==> config.mk <==
export PLATFORM = sky130hd
export DESIGN_NAME = csr_counter_bank
export DESIGN_NICKNAME = d
export VERILOG_FILES = /design/src/rtl/csr_counter_bank.sv
export SDC_FILE = /design/constraint.sdc
export NUM_CORES = 2
export LEC_CHECK = 0
export CORE_MARGIN = 2
export CORE_UTILIZATION = 35
export DETAILED_ROUTE_END_ITERATION = 16
export PLACE_DENSITY_LB_ADDON = 0.15
export REMOVE_ABC_BUFFERS = 1
export SLEW_MARGIN = 20
export SYNTH_ARGS = -nofsm -noshare
export SYNTH_HDL_FRONTEND = slang
export SYNTH_SLANG_ARGS = --single-unit
==> constraint.sdc <==
create_clock -name clk -period 10.3 [get_ports clk]
set_input_delay 2.06 -clock clk [delete_from_list [all_inputs] [get_ports clk]]
set_output_delay 2.06 -clock clk [all_outputs]
set_load 0.05 [all_outputs]
==> src/rtl/csr_counter_bank.sv <==
// Machine-mode counter CSR bank: mcycle, minstret, hpm counters/events,
// mcountinhibit and overflow status/enable with a registered overflow interrupt.
module csr_counter_bank #(
  parameter int unsigned CNT_WIDTH  = 64,
  parameter int unsigned NUM_HPM    = 4,
  parameter int unsigned NUM_EVENTS = 8
) (
  input  logic                  clk,
  input  logic                  cpurst,
  input  logic                  wr_en,
  input  logic [11:0]           wr_index,
  input  logic [31:0]           wr_wdata,
  input  logic [11:0]           rd_index,
  output logic [31:0]           rd_dat,
  output logic                  rd_hit,
  input  logic                  instret_inc,
  input  logic [NUM_EVENTS-1:0] event_in,
  output logic                  cnt_ovf_irq
);

  localparam int unsigned HPM_N = (NUM_HPM > 0) ? NUM_HPM : 1;
  localparam int unsigned HW    = CNT_WIDTH - 32;
  // Implemented counter bits: cycle, instret and hpm 0..NUM_HPM-1.
  localparam logic [31:0] IMPL  = (NUM_HPM >= 29) ? 32'hFFFF_FFFD :
                                  (((32'd1 << (3 + NUM_HPM)) - 32'd1) & ~32'h2);
  localparam logic [CNT_WIDTH-1:0] ONE = {{(CNT_WIDTH-1){1'b0}}, 1'b1};

  logic [CNT_WIDTH-1:0]  cyc_q, cyc_d, ins_q, ins_d;
  logic [CNT_WIDTH-1:0]  hpm_q [HPM_N];
  logic [CNT_WIDTH-1:0]  hpm_d [HPM_N];
  logic [NUM_EVENTS-1:0] evt_q [HPM_N];
  logic [NUM_EVENTS-1:0] evt_d [HPM_N];
  logic [31:0]           inh_q, inh_d, ovf_q, ovf_d, oen_q, oen_d;
  logic [31:0]           ovf_set, ovf_clr;
  logic                  irq_q;
  logic                  wr_lo, wr_hi, wr_evt, inc;
  logic [4:0]            wk, rk;
  logic [CNT_WIDTH-1:0]  sel;

  function automatic logic [CNT_WIDTH-1:0] cnt_next(
    input logic [CNT_WIDTH-1:0] q,
    input logic                 lo,
    input logic                 hi,
    input logic                 up,
    input logic [31:0]          wd
  );
    cnt_next = q;
    if (lo)      cnt_next[31:0] = wd;
    else if (hi) cnt_next[CNT_WIDTH-1:32] = wd[HW-1:0];
    else if (up) cnt_next = q + ONE;
  endfunction

  assign wk     = wr_index[4:0];
  assign wr_lo  = wr_en && (wr_index[11:5] == 7'h58);
  assign wr_hi  = wr_en && (wr_index[11:5] == 7'h5C);
  assign wr_evt = wr_en && (wr_index[11:5] == 7'h19) && (wk >= 5'd3);

  always_comb begin
    ovf_set = '0;
    inc     = 1'b0;

    cyc_d = cnt_next(cyc_q, wr_lo && wk == 5'd0, wr_hi && wk == 5'd0, !inh_q[0], wr_wdata);
    if (!inh_q[0] && !(wr_lo && wk == 5'd0) && !(wr_hi && wk == 5'd0) && (&cyc_q))
      ovf_set[0] = 1'b1;

    inc   = instret_inc && !inh_q[2];
    ins_d = cnt_next(ins_q, wr_lo && wk == 5'd2, wr_hi && wk == 5'd2, inc, wr_wdata);
    if (inc && !(wr_lo && wk == 5'd2) && !(wr_hi && wk == 5'd2) && (&ins_q))
      ovf_set[2] = 1'b1;

    for (int unsigned i = 0; i < HPM_N; i++) begin
      hpm_d[i] = hpm_q[i];
      evt_d[i] = evt_q[i];
      if (i < NUM_HPM) begin
        inc      = (|(event_in & evt_q[i])) && !inh_q[3+i];
        hpm_d[i] = cnt_next(hpm_q[i], wr_lo && wk == 5'(i+3), wr_hi && wk == 5'(i+3),
                            inc, wr_wdata);
        if (inc && !(wr_lo && wk == 5'(i+3)) && !(wr_hi && wk == 5'(i+3)) && (&hpm_q[i]))
          ovf_set[3+i] = 1'b1;
        if (wr_evt && wk == 5'(i+3))
          evt_d[i] = wr_wdata[NUM_EVENTS-1:0];
      end
    end

    inh_d   = (wr_en && wr_index == 12'h320) ? (wr_wdata & IMPL) : inh_q;
    oen_d   = (wr_en && wr_index == 12'h7C1) ? (wr_wdata & IMPL) : oen_q;
    ovf_clr = (wr_en && wr_index == 12'h7C0) ? wr_wdata : '0;
    // Set is ORed after the clear so a same-cycle overflow survives W1C.
    ovf_d   = ((ovf_q & ~ovf_clr) | ovf_set) & IMPL;
  end

  always_ff @(posedge clk) begin
    if (cpurst) begin
      cyc_q <= '0;
      ins_q <= '0;
      for (int unsigned i = 0; i < HPM_N; i++) begin
        hpm_q[i] <= '0;
        evt_q[i] <= '0;
      end
      inh_q <= '0;
      ovf_q <= '0;
      oen_q <= '0;
      irq_q <= 1'b0;
    end else begin
      cyc_q <= cyc_d;
      ins_q <= ins_d;
      for (int unsigned i = 0; i < HPM_N; i++) begin
        hpm_q[i] <= hpm_d[i];
        evt_q[i] <= evt_d[i];
      end
      inh_q <= inh_d;
      ovf_q <= ovf_d;
      oen_q <= oen_d;
      irq_q <= |(ovf_q & oen_q);
    end
  end

  assign cnt_ovf_irq = irq_q;
  assign rk          = rd_index[4:0];

  always_comb begin
    sel    = '0;
    rd_dat = '0;
    rd_hit = 1'b0;
    if (rk == 5'd0) sel = cyc_q;
    if (rk == 5'd2) sel = ins_q;
    for (int unsigned i = 0; i < NUM_HPM; i++)
      if (rk == 5'(i+3)) sel = hpm_q[i];

    case (rd_index[11:5])
      7'h58: if (rk != 5'd1) begin
        rd_hit = 1'b1;
        rd_dat = sel[31:0];
      end
      7'h5C: if (rk != 5'd1) begin
        rd_hit = 1'b1;
        rd_dat = 32'(sel[CNT_WIDTH-1:32]);
      end
      7'h19: begin
        if (rk == 5'd0) begin
          rd_hit = 1'b1;
          rd_dat = inh_q;
        end else if (rk >= 5'd3) begin
          rd_hit = 1'b1;
          for (int unsigned i = 0; i < NUM_HPM; i++)
            if (rk == 5'(i+3)) rd_dat = 32'(evt_q[i]);
        end
      end
      7'h3E: begin
        if (rk == 5'd0) begin
          rd_hit = 1'b1;
          rd_dat = ovf_q;
        end else if (rk == 5'd1) begin
          rd_hit = 1'b1;
          rd_dat = oen_q;
        end
      end
      default: ;
    endcase
  end

endmodule

---- Word level (Yosys, flattened, before mapping) ----
Memory sizes are Yosys's and may differ from the RTL's.
Index checks and enable logic that the tools add are counted.
word-level totals
  bits in registers ....................... 147
  memories ................................ 2
  memory bits (writable) .................. 288
  output and inout port bits .............. 34
  input port bits ......................... 68
memory list
  memory  words  bits a word  rd ports  clocked after memory_dff  write ports  RTL line  RTL
  hpm_q   4      64           4         0                         4            29        logic [CNT_WIDTH-1:0] hpm_q [HPM_N];
  evt_q   4      8            4         0                         4            31        logic [NUM_EVENTS-1:0] evt_q [HPM_N];
cells by class
  reductions and logical operators ........ 84
  equal/unequal tests ..................... 26
  add/subtract/negate cells ............... 6
  muxes and demuxes ....................... 73
  order comparisons ....................... 2
  bitwise gates (word level) .............. 18
operators with widths
  kind                                                                   number
  64-bit 2-to-1 mux                                                      16
  32-bit 2-to-1 mux                                                      29
  64-bit by 1-bit adder with 64-bit output, second input constant        6
  64-bit AND reduction                                                   6
  32-bit case mux with 4 select lines                                    1
  8-bit 2-to-1 mux                                                       9
  1-bit logical AND                                                      46
  8-bit bitwise AND                                                      4
  32-bit OR reduction                                                    1
  8-bit OR reduction                                                     4
  5-bit by 3-bit == test with 1-bit output, second input constant        6
  7-bit == test, second input constant                                   4
  12-bit by 11-bit == test with 1-bit output, second input constant      2
  7-bit 2-to-1 mux                                                       3
  5-bit by 2-bit == test with 1-bit output, second input constant        4
  1-bit logical NOT                                                      18
  7-bit bitwise AND                                                      2
  7-bit by 5-bit == test with 1-bit output, second input constant        2
  1-bit 2-to-1 mux                                                       14
  12-bit by 10-bit == test with 1-bit output, second input constant      1
  5-bit by 2-bit >= comparator with 1-bit output, second input constant  2
  5-bit logical NOT                                                      2
  1-bit OR                                                               8
  2-bit AND reduction                                                    4
  other kinds (11)                                                       15

---- Logic depth before layout (Yosys ltp) ----
  depth after elaboration ................. 9
  mapped depth ............................ 10

---- Worst setup path after synthesis ----
OpenSTA, ideal clock, no wires.
  path type ............................... input port to output port
  start point ............................. in rd_index[3]
  end point ............................... out rd_dat[5]
  path buffers ............................ 2
  data arrival time ....................... 5.585 ns
  cell stages on the path ................. 8
  setup slack ............................. 2.655 ns
  path through ............................ or3b_2 -> clkbuf_1 -> or2_2 -> nor3_1 -> buf_2 -> a221o_1 -> nor3_1 -> o311ai_0
between the ends
  cells in the longest elaborated chain, start to end .. 9
RTL lines
  element                                      RTL line       RTL
  from (decl)                                  13             input logic [11:0] rd_index,
  5-bit logical NOT                            125, 140, 150
  64-bit 2-to-1 mux                            125            if (rk == 5'd0) sel = cyc_q;
  64-bit 2-to-1 mux                            126            if (rk == 5'd2) sel = ins_q;
  64-bit 2-to-1 mux (4 in a row)               128            if (rk == 5'(i+3)) sel = hpm_q[i];
  32-bit 2-to-1 mux, on equally long branches  135, 131
  32-bit case mux with 4 select lines (*)      130            case (rd_index[11:5])
  to (decl)                                    14             output logic [31:0] rd_dat,
Every way passes the cells marked *; elsewhere a longest branch is shown, timed or not.

---- Worst setup path in the final report ----
  start point ............................. in rd_index[3]
  end point ............................... out rd_dat[0]
Same word-level chain as after synthesis.

==> summary.md <==
| Metric | Value |
|---|---|
| Slew headroom | `24.4%` |
| DR vias/cell | `6.83` |
| Post-Synth Adder-Cell Area | `0.260%` |
| Crit path capture type | `output port` |
| Min-delay worst type | `flop to flop` |
| Synth area leaders | `dfxtp_1 30%, nor2_1 4.5%, nand2_1 4.0%` |
| Die height | `291 µm` |
| FFs w/ async S/R, synth | `0%` |
| Hold endpoint | `evt_q[0][0]` |
| IO Port Bufs | `101` |
| Fin Hold WS | `477 ps` |
| Fin Clk Skew | `40.4 ps` |
| Critical R2R Capture | `ovf_q[5]` |
| Leak pwr | `9.73 nW` |
| Clk_lat worst skew | `650 ps` |
| Setup ws final | `1880 ps` |
| Detailed Routing Iterations Pass 1 | `8` |
| DR iter-0 viols | `4558` |
| Reg power frac | `43.6%` |
| Hold Startpoint | `evt_q[0][0]` |
| I/O Pins | `102` |
| Final std cells w/o fill | `4806` |
| R2r setup slk | `6460 ps` |
| Int Power | `2.85 mW` |
| Final ANT Viol Nets | `0` |
| Max VDD drop | `0.000109 V` |
| Worst-path maximum fanout | `38` |
| RePlAce Congestion | `1.04` |
| H-tree levels | `2` |
| Initial antenna violation count | `10` |
| Drt wl/cell | `33.0 µm` |
| Syn avg cell area | `7.65 µm²` |
| Layout Nets | `3765` |
| Cells after Synth | `3776` |
| Yosys warns | `0` |
| Layout cell share with drive strength beyond 1 | `7.83%` |
| Design area | `32500 µm²` |
| CTS sink count | `435` |
| Depth of the most critical reg-to-reg path | `6` |
| Reg2reg start | `hpm_q[2][24]` |
| Simple-gate area share of the yosys netlist | `27.8%` |
| Die area | `84900 µm²` |
| Final Max Tran Viols | `0` |
| Outcome | `completed` |
| Worst hold path depth | `2` |
| First-pass GRT wire length | `224000 µm` |
| Core Box Area | `82000 µm²` |
| Final HPWL DP | `112000 µm` |
| Worst-path clk slew | `60 ps` |
| Grt ovf | `0` |
| Clock group share of total power | `49.4%` |
| Multiplexer share of the synthesized area | `3.50%` |
| Cell Count Post-Placement | `4704` |
| Post-Place Setup Slack | `1860 ps` |
| Sw power | `1.05 mW` |
| Cell area power density | `120 nW/µm²` |
| Register area share after synthesis | `30.1%` |
| Cell Rows | `105` |
| Ys flop type | `dfxtp_1` |
| Vias in the first global route | `29566` |
| Max_cap viols | `0` |
| Final TNS setup | `0 ps` |
| Initial Utilization | `35.3%` |
| CTS resizes | `0` |
| Reg area | `8710 µm²` |
| Largest net degree at the start of global routing | `141` |
| DRC Markers | `0` |
| Comb pwr share | `7.0%` |
| CTS hold repair buffers | `0` |
| Area grow syn2layout | `12.5%` |
| GRT Overall Usage | `35.9%` |
| Leading area contributor after synthesis | `dfxtp_1` |
| Placed Area | `30700 µm²` |
| Commonest non-fill, non-tap cells in the layout | `435 x dfxtp_1, 340 x nor2_1, 305 x nand2_1, 198 x nand3_1, 189 x a21oi_1` |
| Upper clock frequency limit | `119 MHz` |
| Critical Path AT | `6360 ps` |
| Hold Vio Cnt, Final | `0` |
| Distinct cells, synth | `89` |
| Endpoints failing setup | `0` |
| Cell area after synthesis | `28900 µm²` |
| Setup CP Type | `input pin to output port` |
| Main combinational cell family by area after synthesis | `compound AO/OA/AOI/OAI gates` |
| Switching Fraction | `26.9%` |
| Clock root cell | `clkbuf_16` |
| Worst slew pin tran | `1130 ps` |
| Clock tree buffer depth | `3` |
| Die width | `291 µm` |
| Crit path required time | `8240 ps` |
| Compound-Gate Fraction of Synth Area | `28.2%` |
| TritonCTS clock tree | `yes` |
| RSZ-0062 raised after global routing | `false` |
| Inserted Clock Buffers | `55` |
| Via count | `32821` |
| Leading cell type in the layout, fill and taps excluded | `dfxtp_1` |
| Post-synth EDFFs | `0` |
| Min Tclk post-route | `8420 ps` |
| Post-synth top area share | `30.1%` |
| Multi-input combinational cell area | `18900 µm²` |
| Fill count | `8560` |
| Setup bufs post-CTS | `0` |
| CP Launch Type | `input pin` |
| Flops & latches, synth | `435` |
| Fin crit share | `81.8%` |
| Post-Synth XOR/XNOR Area | `5.09%` |
| Final WL | `158000 µm` |
worst max-delay path, cell delays in order:
cell	delay (ps)
clkdlybuf4s50_1	450
or3_1	700
nor2_4	820
a221oi_1	220
o32ai_1	480
a211oi_1	140
o311ai_0	550
clkdlybuf4s50_1	910
power by group through the flow:
stage	clock network [mW]	registers (mW)	logic, mW
6_report	1.93	1.70	0.271
5_1_grt	2.00	1.70	0.274
4_1_cts	1.94	1.70	0.261
3_5_place_dp	0	1.74	0.260
3_3_place_gp	0	1.74	0.260
2_1_floorplan	0	1.73	0.0699
cell usage after synthesis (all sizes together) (8+ instances only):
master,n
and3,87
a221o,8
o22ai,56
and4,51
mux2i,83
a41oi,20
a311oi,31
o311ai,18
or4,48
xor2,106
a222oi,18
a211oi,151
o21a,13
o221ai,16
mux2,16
and2,44
a21o,19
a32o,11
o21ai,180
a21oi,192
nor4,62
a31oi,85
o32a,16
dfxtp,435
nor2,344
o211ai,34
clkbuf,273
a31o,11
o31ai,18
nor3,121
nand4,159
inv,40
nand3,200
a22oi,94
xnor2,62
nand2b,8
or2,13
nand2,308
o41ai,8
buf,59
a22o,17
or3,54
a221oi,78
state kept, by name, indices dropped and copies added (netlist names):
register,cells
hpm_q,256
cyc_q,64
ins_q,64
evt_q,32
inh_q,6
oen_q,6
ovf_q,6
cnt_ovf_irq,1
layer usage:
| layer | part of all wire, % | global-route usage (%) | vias to the layer above | wire (µm) |
|---|---|---|---|---|
| met5 | 0.017 | 0 | - | 27 |
| li1 | - | - | 14479 | - |
| met3 | 11 | 7.90 | 437 | 17300 |
| met2 | 42 | 52.7 | 1962 | 66300 |
| met4 | 6.6 | 20.9 | 4 | 10500 |
| met1 | 41 | 48.2 | 15939 | 64400 |
how the worst max path moves through the flow:
| stage | from | endpoint | slack, ps | depth (start not counted) |
|---|---|---|---|---|
| floorplan | rd_index[3] | rd_dat[0] | 1190 | 6 |
| global placement | rd_index[0] | rd_dat[0] | 1850 | 9 |
| detailed placement | rd_index[0] | rd_dat[0] | 1860 | 9 |
| CTS | rd_index[0] | rd_dat[0] | 1850 | 9 |
| global route | rd_index[3] | rd_dat[0] | 1830 | 8 |
| finish | rd_index[3] | rd_dat[0] | 1880 | 8 |
stage by stage:
stage / total power [mW] / utilization (%)
2_1_floorplan: 1.80 / -
3_3_place_gp: 2.00 / 37.5
3_5_place_dp: 2.00 / 37.5
4_1_cts: 3.90 / 39.6
5_1_grt: 3.98 / 39.6
6_report: 3.90 / 39.6
kinds of logic after synthesis:
| kind of cell | count (synthesis) |
|---|---|
| and+or+nand+nor | 1536 |
| xor gates and xnor gates | 168 |
| AOI/OAI and AO/OA | 1160 |
| DFF | 435 |
| muxes | 99 |
| buffers and inverters | 372 |
| adders and majority gates | 6 |
cell type report:
| class | count | area share (%) |
|---|---|---|
| inverters | 40 | 0.466 |
| repair buffers | 190 | 5.01 |
| clock buffers | 82 | 4.98 |
| flip-flops and latches | 435 | 26.8 |
| clock inverters | 13 | 0.343 |
| diodes | 7 | 0.0539 |
| well taps | 1070 | 4.12 |
| multi-input cells | 2969 | 58.2 |
Note: power is estimated with default switching activity, not from simulation.
